==> src/rtl/except_fetch_unit.sv <==
// Fetch-stage exception detector: flags breakpoint, page, access and alignment faults
// on the fetch PC, holds the winner until the trap unit takes it, and stalls fetch meanwhile.
module except_fetch_unit #(
    parameter int unsigned     N        = 64,
    parameter int unsigned     NUM_BP   = 4,
    parameter logic [N-1:0]    MEM_BASE = '0,
    parameter logic [N-1:0]    MEM_SIZE = N'(64'h10000)
) (
    input  logic                   clk,
    input  logic                   reset,
    input  logic [N-1:0]           PC,
    input  logic                   fetchValid,
    input  logic                   iAlign,
    input  logic                   pageFault,
    input  logic                   bpWe,
    input  logic [((NUM_BP > 1) ? $clog2(NUM_BP) : 1)-1:0] bpIdx,
    input  logic [N-1:0]           bpAddr,
    input  logic                   bpEn,
    input  logic                   trapAck,
    input  logic                   flush,
    output logic                   exceptValid,
    output logic [3:0]             exceptSignal,
    output logic [N-1:0]           exceptPC,
    output logic                   stallF,
    output logic [15:0]            exceptCount
);

    localparam int unsigned CW = 16;

    typedef enum logic [1:0] {
        IDLE    = 2'd0,
        PENDING = 2'd1,
        DRAIN   = 2'd2
    } state_t;

    state_t state, state_n;

    logic [N-1:0]      bp_addr [NUM_BP];
    logic [NUM_BP-1:0] bp_en;

    logic          misalign, access, page, bp, hit;
    logic [3:0]    win;
    logic [N:0]    pc_ext, base_ext, end_ext;

    logic          valid_n, stall_n;
    logic [3:0]    sig_n;
    logic [N-1:0]  pc_n;
    logic [CW-1:0] cnt_n;

    // Breakpoint slots; out-of-range indices are dropped
    always_ff @(posedge clk) begin
        if (reset) begin
            for (int i = 0; i < int'(NUM_BP); i++) begin
                bp_addr[i] <= '0;
            end
            bp_en <= '0;
        end else if (bpWe && (32'(bpIdx) < NUM_BP)) begin
            bp_addr[bpIdx] <= bpAddr;
            bp_en[bpIdx]   <= bpEn;
        end
    end

    // Window bounds carried one bit wider so BASE+SIZE cannot wrap
    assign pc_ext   = {1'b0, PC};
    assign base_ext = {1'b0, MEM_BASE};
    assign end_ext  = {1'b0, MEM_BASE} + {1'b0, MEM_SIZE};

    always_comb begin
        misalign = iAlign ? PC[0] : (|PC[1:0]);
        access   = (pc_ext < base_ext) | (pc_ext >= end_ext);
        page     = pageFault;
        bp       = 1'b0;
        for (int i = 0; i < int'(NUM_BP); i++) begin
            bp = bp | (bp_en[i] & (bp_addr[i] == PC));
        end
        hit = fetchValid & (bp | page | access | misalign);
    end

    // Priority: breakpoint > page > access > misalign
    always_comb begin
        win = 4'b0000;
        if (bp)            win = 4'b1000;
        else if (page)     win = 4'b0100;
        else if (access)   win = 4'b0010;
        else if (misalign) win = 4'b0001;
    end

    always_ff @(posedge clk) begin
        if (reset) state <= IDLE;
        else       state <= state_n;
    end

    always_comb begin
        state_n = state;
        valid_n = 1'b0;
        stall_n = 1'b0;
        sig_n   = 4'b0000;
        pc_n    = exceptPC;
        cnt_n   = exceptCount;
        case (state)
            IDLE: begin
                if (hit && !flush) begin
                    state_n = PENDING;
                    valid_n = 1'b1;
                    stall_n = 1'b1;
                    sig_n   = win;
                    pc_n    = PC;
                    cnt_n   = (exceptCount == 16'hFFFF) ? exceptCount : exceptCount + 16'd1;
                end
            end
            PENDING: begin
                if (flush) begin
                    state_n = IDLE;
                end else if (trapAck) begin
                    state_n = DRAIN;
                    stall_n = 1'b1;
                end else begin
                    valid_n = 1'b1;
                    stall_n = 1'b1;
                    sig_n   = exceptSignal;
                end
            end
            DRAIN: begin
                state_n = IDLE;
            end
            default: begin
                state_n = IDLE;
            end
        endcase
    end

    always_ff @(posedge clk) begin
        if (reset) begin
            exceptValid  <= 1'b0;
            exceptSignal <= 4'b0000;
            exceptPC     <= '0;
            stallF       <= 1'b0;
            exceptCount  <= '0;
        end else begin
            exceptValid  <= valid_n;
            exceptSignal <= sig_n;
            exceptPC     <= pc_n;
            stallF       <= stall_n;
            exceptCount  <= cnt_n;
        end
    end

endmodule

==> config.mk <==
export PLATFORM = sky130hd
export DESIGN_NAME = except_fetch_unit
export DESIGN_NICKNAME = d
export VERILOG_FILES = /design/src/rtl/except_fetch_unit.sv
export SDC_FILE = /design/constraint.sdc
export NUM_CORES = 1
export LEC_CHECK = 0
export BUFFER_PORTS_ARGS = -buffer_cell sky130_fd_sc_hd__buf_2
export CAP_MARGIN = 40
export CORE_MARGIN = 2
export CORE_UTILIZATION = 58
export DETAILED_ROUTE_END_ITERATION = 16
export GPL_TIMING_DRIVEN = 0
export PLACE_DENSITY_LB_ADDON = 0.1
export SYNTH_ARGS = -nofsm -noshare
export SYNTH_HDL_FRONTEND = slang
export SYNTH_SLANG_ARGS = --single-unit
==> constraint.sdc <==
create_clock -name clk -period 3.9 [get_ports clk]
set_input_delay 0.39 -clock clk [delete_from_list [all_inputs] [get_ports clk]]
set_output_delay 0.39 -clock clk [all_outputs]
set_load 0.05 [all_outputs]
==> flow_metrics.py <==
metrics = {
    "pwr": {
        "power_switching_uw": 2413,
        "p_seq_share_pct": 47.9,
        "powerDensity_nw_per_um2": 488.9,
        "pwr-share-clk_pct": 38.9,
        "netSwitchingFraction_pct": 26.56,
        "p_int_uw": 6674,
        "p_leak_uw": 0.007315,
        "irDropWorstVdd_mv": 0.3396,
        "pwr-share-comb_pct": 13.2,
        "total_power_uw": 9087,
    },
    "route": {
        "ant_nets": 0,
        "wl_um": 51790,
        "drtIter0Drc": 1611,
        "drcViolationCount": 0,
        "first_pass_iters": 6,
        "post_drt_wl_per_cell_um": 25.51,
        "vias_per_cell": 5.890,
        "vias": 11957,
    },
    "die": {
        "start_util_pct": 59.13,
        "rows": 60,
        "die_x_um": 170.0,
        "core_um2": 27030,
        "ios": 225,
        "dieArea_um2": 28900,
        "die-height_um": 170.0,
    },
    "global_route": {
        "grt_pass1_wl_um": 73200,
        "grt_use_total_pct": 35.78,
        "grt_pass1_vias": 11342,
        "grt_start_max_net_pins": 42,
        "overflow": 0,
        "antenna_found_initial": 0,
    },
    "yosys": {
        "ys_seq_elements": 348,
        "post_synth_xor_area_fraction_pct": 11.78,
        "seq_area_frac_synth_pct": 59.63,
        "synth.mux.area_fraction_pct": 4.400,
        "async_reset_ff_share_pct": 0,
        "ys_types": 49,
        "syn_inst": 1446,
        "synth_nets": 1586,
        "synth_top_family_by_area": "simple AND/OR/NAND/NOR gates",
        "yosys.area_share.adder_pct": 0.07830,
        "ys_dominant_reg_cell": "edfxtp_1",
        "syn-mean-instance-area_um2": 11.05,
        "yosysWarningCount": 0,
        "synth_edf_count": 256,
        "synth-simple-area-share_pct": 14.88,
        "synth_compound_area_share_pct": 3.555,
        "synth.cell_area_um2": 15980,
    },
    "sta": {
        "finalSetupTns_ns": 0,
        "fin_crit_sh_pct": 83.10,
        "tightest_slew_ns": 0.8746,
        "slew_headroom_pct": 41.69,
        "hold_viol_final": 0,
        "period_needed_ns": 3.241,
        "rsz0062_at_grt": "false",
        "clock_skew_ns": 0.01384,
        "drv_slew": 0,
        "setup_viol": 0,
        "max_freq_mhz": 308.6,
    },
    "place": {
        "place_congestion": 1.026,
        "hpwl_um": 38430,
        "numPortBuffers": 166,
    },
    "finish": {
        "syn_to_final_growth_pct": 16.32,
        "nets": 1799,
        "antenna_cells": 0,
        "drive_gt1_share_pct": 15.10,
    },
    "critical_path": {
        "worst_setup_path_start_kind": "flip-flop",
        "worstSetupPathType": "reg -> reg",
        "worstPathArrival_ns": 3.64,
        "r2r_setup_slack_ns": 0.66,
        "cp_data_required_time_ns": 4.29,
        "crit_path_end_kind": "flip-flop",
        "crit_fanout": 10,
    },
    "clock_network": {
        "cts_tree": "done",
        "clkLatencyLatePin_ns": 0.53,
        "clock_path_buffers": 3,
        "cts_buffers": 38,
        "ctsResizeCount": 0,
        "cts_setup_buffers": 0,
        "ctsHoldBuffers": 0,
        "cts-htree-levels": 2,
        "cts_sinks": 348,
        "root_buffer": "clkbuf_16",
        "path_clk_slew_ns": 0.06,
    },
    "hold_path": {
        "holdCritPathClass": "in -> reg",
    },
    "outcome": {
        "status": "completed",
    },
    "job": {
        "max-cap-violations": 0,
    },
}
==> sequential cells by signal, indices dropped and copies added (netlist names) <==
signal / cells
exceptSignal: 4
bp_addr: 256
exceptValid: 1
stallF: 1
exceptCount: 16
bp_en: 4
state: 2
exceptPC: 64
==> layout make-up <==
class | count | area (um^2)
repair buffers | 173 | 947.2
multi-input cells | 886 | 5574
clock inverters | 17 | 122.6
clock buffers | 53 | 1081
inverters | 104 | 390.4
flip-flops and latches | 348 | 9529
plain buffers | 108 | 516.7
well taps | 341 | 426.7
fillers | 2134 | 8438
==> synthesized netlist by cell type, drive strengths merged (6+ instances only) <==
master,n,share of area (%)
a21oi,8,0.25
a31o,7,0.38
buf,30,1.4
clkbuf,78,1.8
dfxtp,92,12
edfxtp,256,48
inv,104,2.4
mux2i,68,4.3
nand2,71,1.7
nand2b,23,0.90
nand3,15,0.47
nand4,45,1.8
nor2,295,6.9
nor2b,14,0.55
nor3,11,0.34
nor4,37,1.4
o21ai,6,0.19
o22ai,9,0.35
o2bb2ai,6,0.33
xnor2,156,8.5
xor2,59,3.2
==> critical path, cell delays in order, from the launching register on <==
cell      delay, ns
edfxtp_1       0.38
xnor2_1        0.58
nand4_1        0.17
nor3_1         0.45
nand4_1        0.17
o22ai_1        0.20
a221o_2        0.23
o21a_1         0.13
buf_4          0.18
buf_12         0.17
buf_12         0.16
mux2i_1        0.21
nor2_1         0.06
==> layer usage <==
| metal | GRT usage [%] | wire length (um) |
|---|---|---|
| met1 | 49.51 | 20380 |
| met5 | 0 | 0 |
| met4 | 14.79 | 2347 |
| met2 | 56.68 | 23810 |
| met3 | 5.837 | 5243 |
==> power by group through the flow <==
stage	Combinational [uW]	Clock, uW	Sequential (uW)
after floorplan	592	0	4540
after global placement	1140	0	4440
after detailed placement	1170	0	4430
after CTS	1180	3520	4350
after global routing	1240	3670	4380
final	1200	3530	4350
==> through the flow <==
stage | hold slack [ns] | area (um^2) | setup WS, ns | instances | utilization, %
2_1_floorplan | 0.4567 | 15980 | 0.7313 | 1446 | -
4_1_cts | 0.1432 | 18590 | 0.7271 | 2030 | 68.78
3_3_place_gp | 0.4640 | 17240 | -0.9824 | 1953 | 63.78
6_report | 0.1469 | 18590 | 0.6592 | 2030 | 68.78
3_5_place_dp | 0.4758 | 17380 | 0.4192 | 1960 | 64.32
5_1_grt | 0.1588 | 18590 | 0.5635 | 2030 | 68.78
==> worst paths after layout <==
path,cells past startpoint,start,to
setup / recovery,12,bp_addr[0][58],exceptPC[60]
hold reg to reg,2,exceptPC[41],exceptPC[41]
hold / removal,3,bpEn,bp_en[2]
setup reg to reg,12,bp_addr[0][58],exceptPC[60]
==> cells in the final DEF, fill, tap and decap left out, drive strengths merged, types with 3 or more instances in the layout <==
cell type | Yosys | layout
nor2 | 295 | 295
edfxtp | 256 | 256
buf | 30 | 203
xnor2 | 156 | 156
clkbuf | 78 | 131
inv | 104 | 104
dfxtp | 92 | 92
nand2 | 71 | 71
mux2i | 68 | 68
xor2 | 59 | 59
nand4 | 45 | 45
nor4 | 37 | 37
nand2b | 23 | 23
nand3 | 15 | 15
clkinv | 0 | 15
nor2b | 14 | 14
nor3 | 11 | 11
o22ai | 9 | 9
a21oi | 8 | 8
a31o | 7 | 7
o2bb2ai | 6 | 6
o21ai | 6 | 6
a311oi | 5 | 5
nand3b | 4 | 4
o221ai | 4 | 4
a2111o | 4 | 4
and3 | 4 | 4
a22oi | 3 | 3
a22o | 3 | 3
o2111ai | 3 | 3
a21bo | 3 | 3
a2111oi | 3 | 3
==> kinds of logic after synthesis <==
logic type	Yosys count
simple gates	529
fa+ha+maj	1
mux	70
buf+inv	212
xor+xnor	215
compound gates	71
flops	348
No activity file was read; power rests on OpenSTA's default activity.
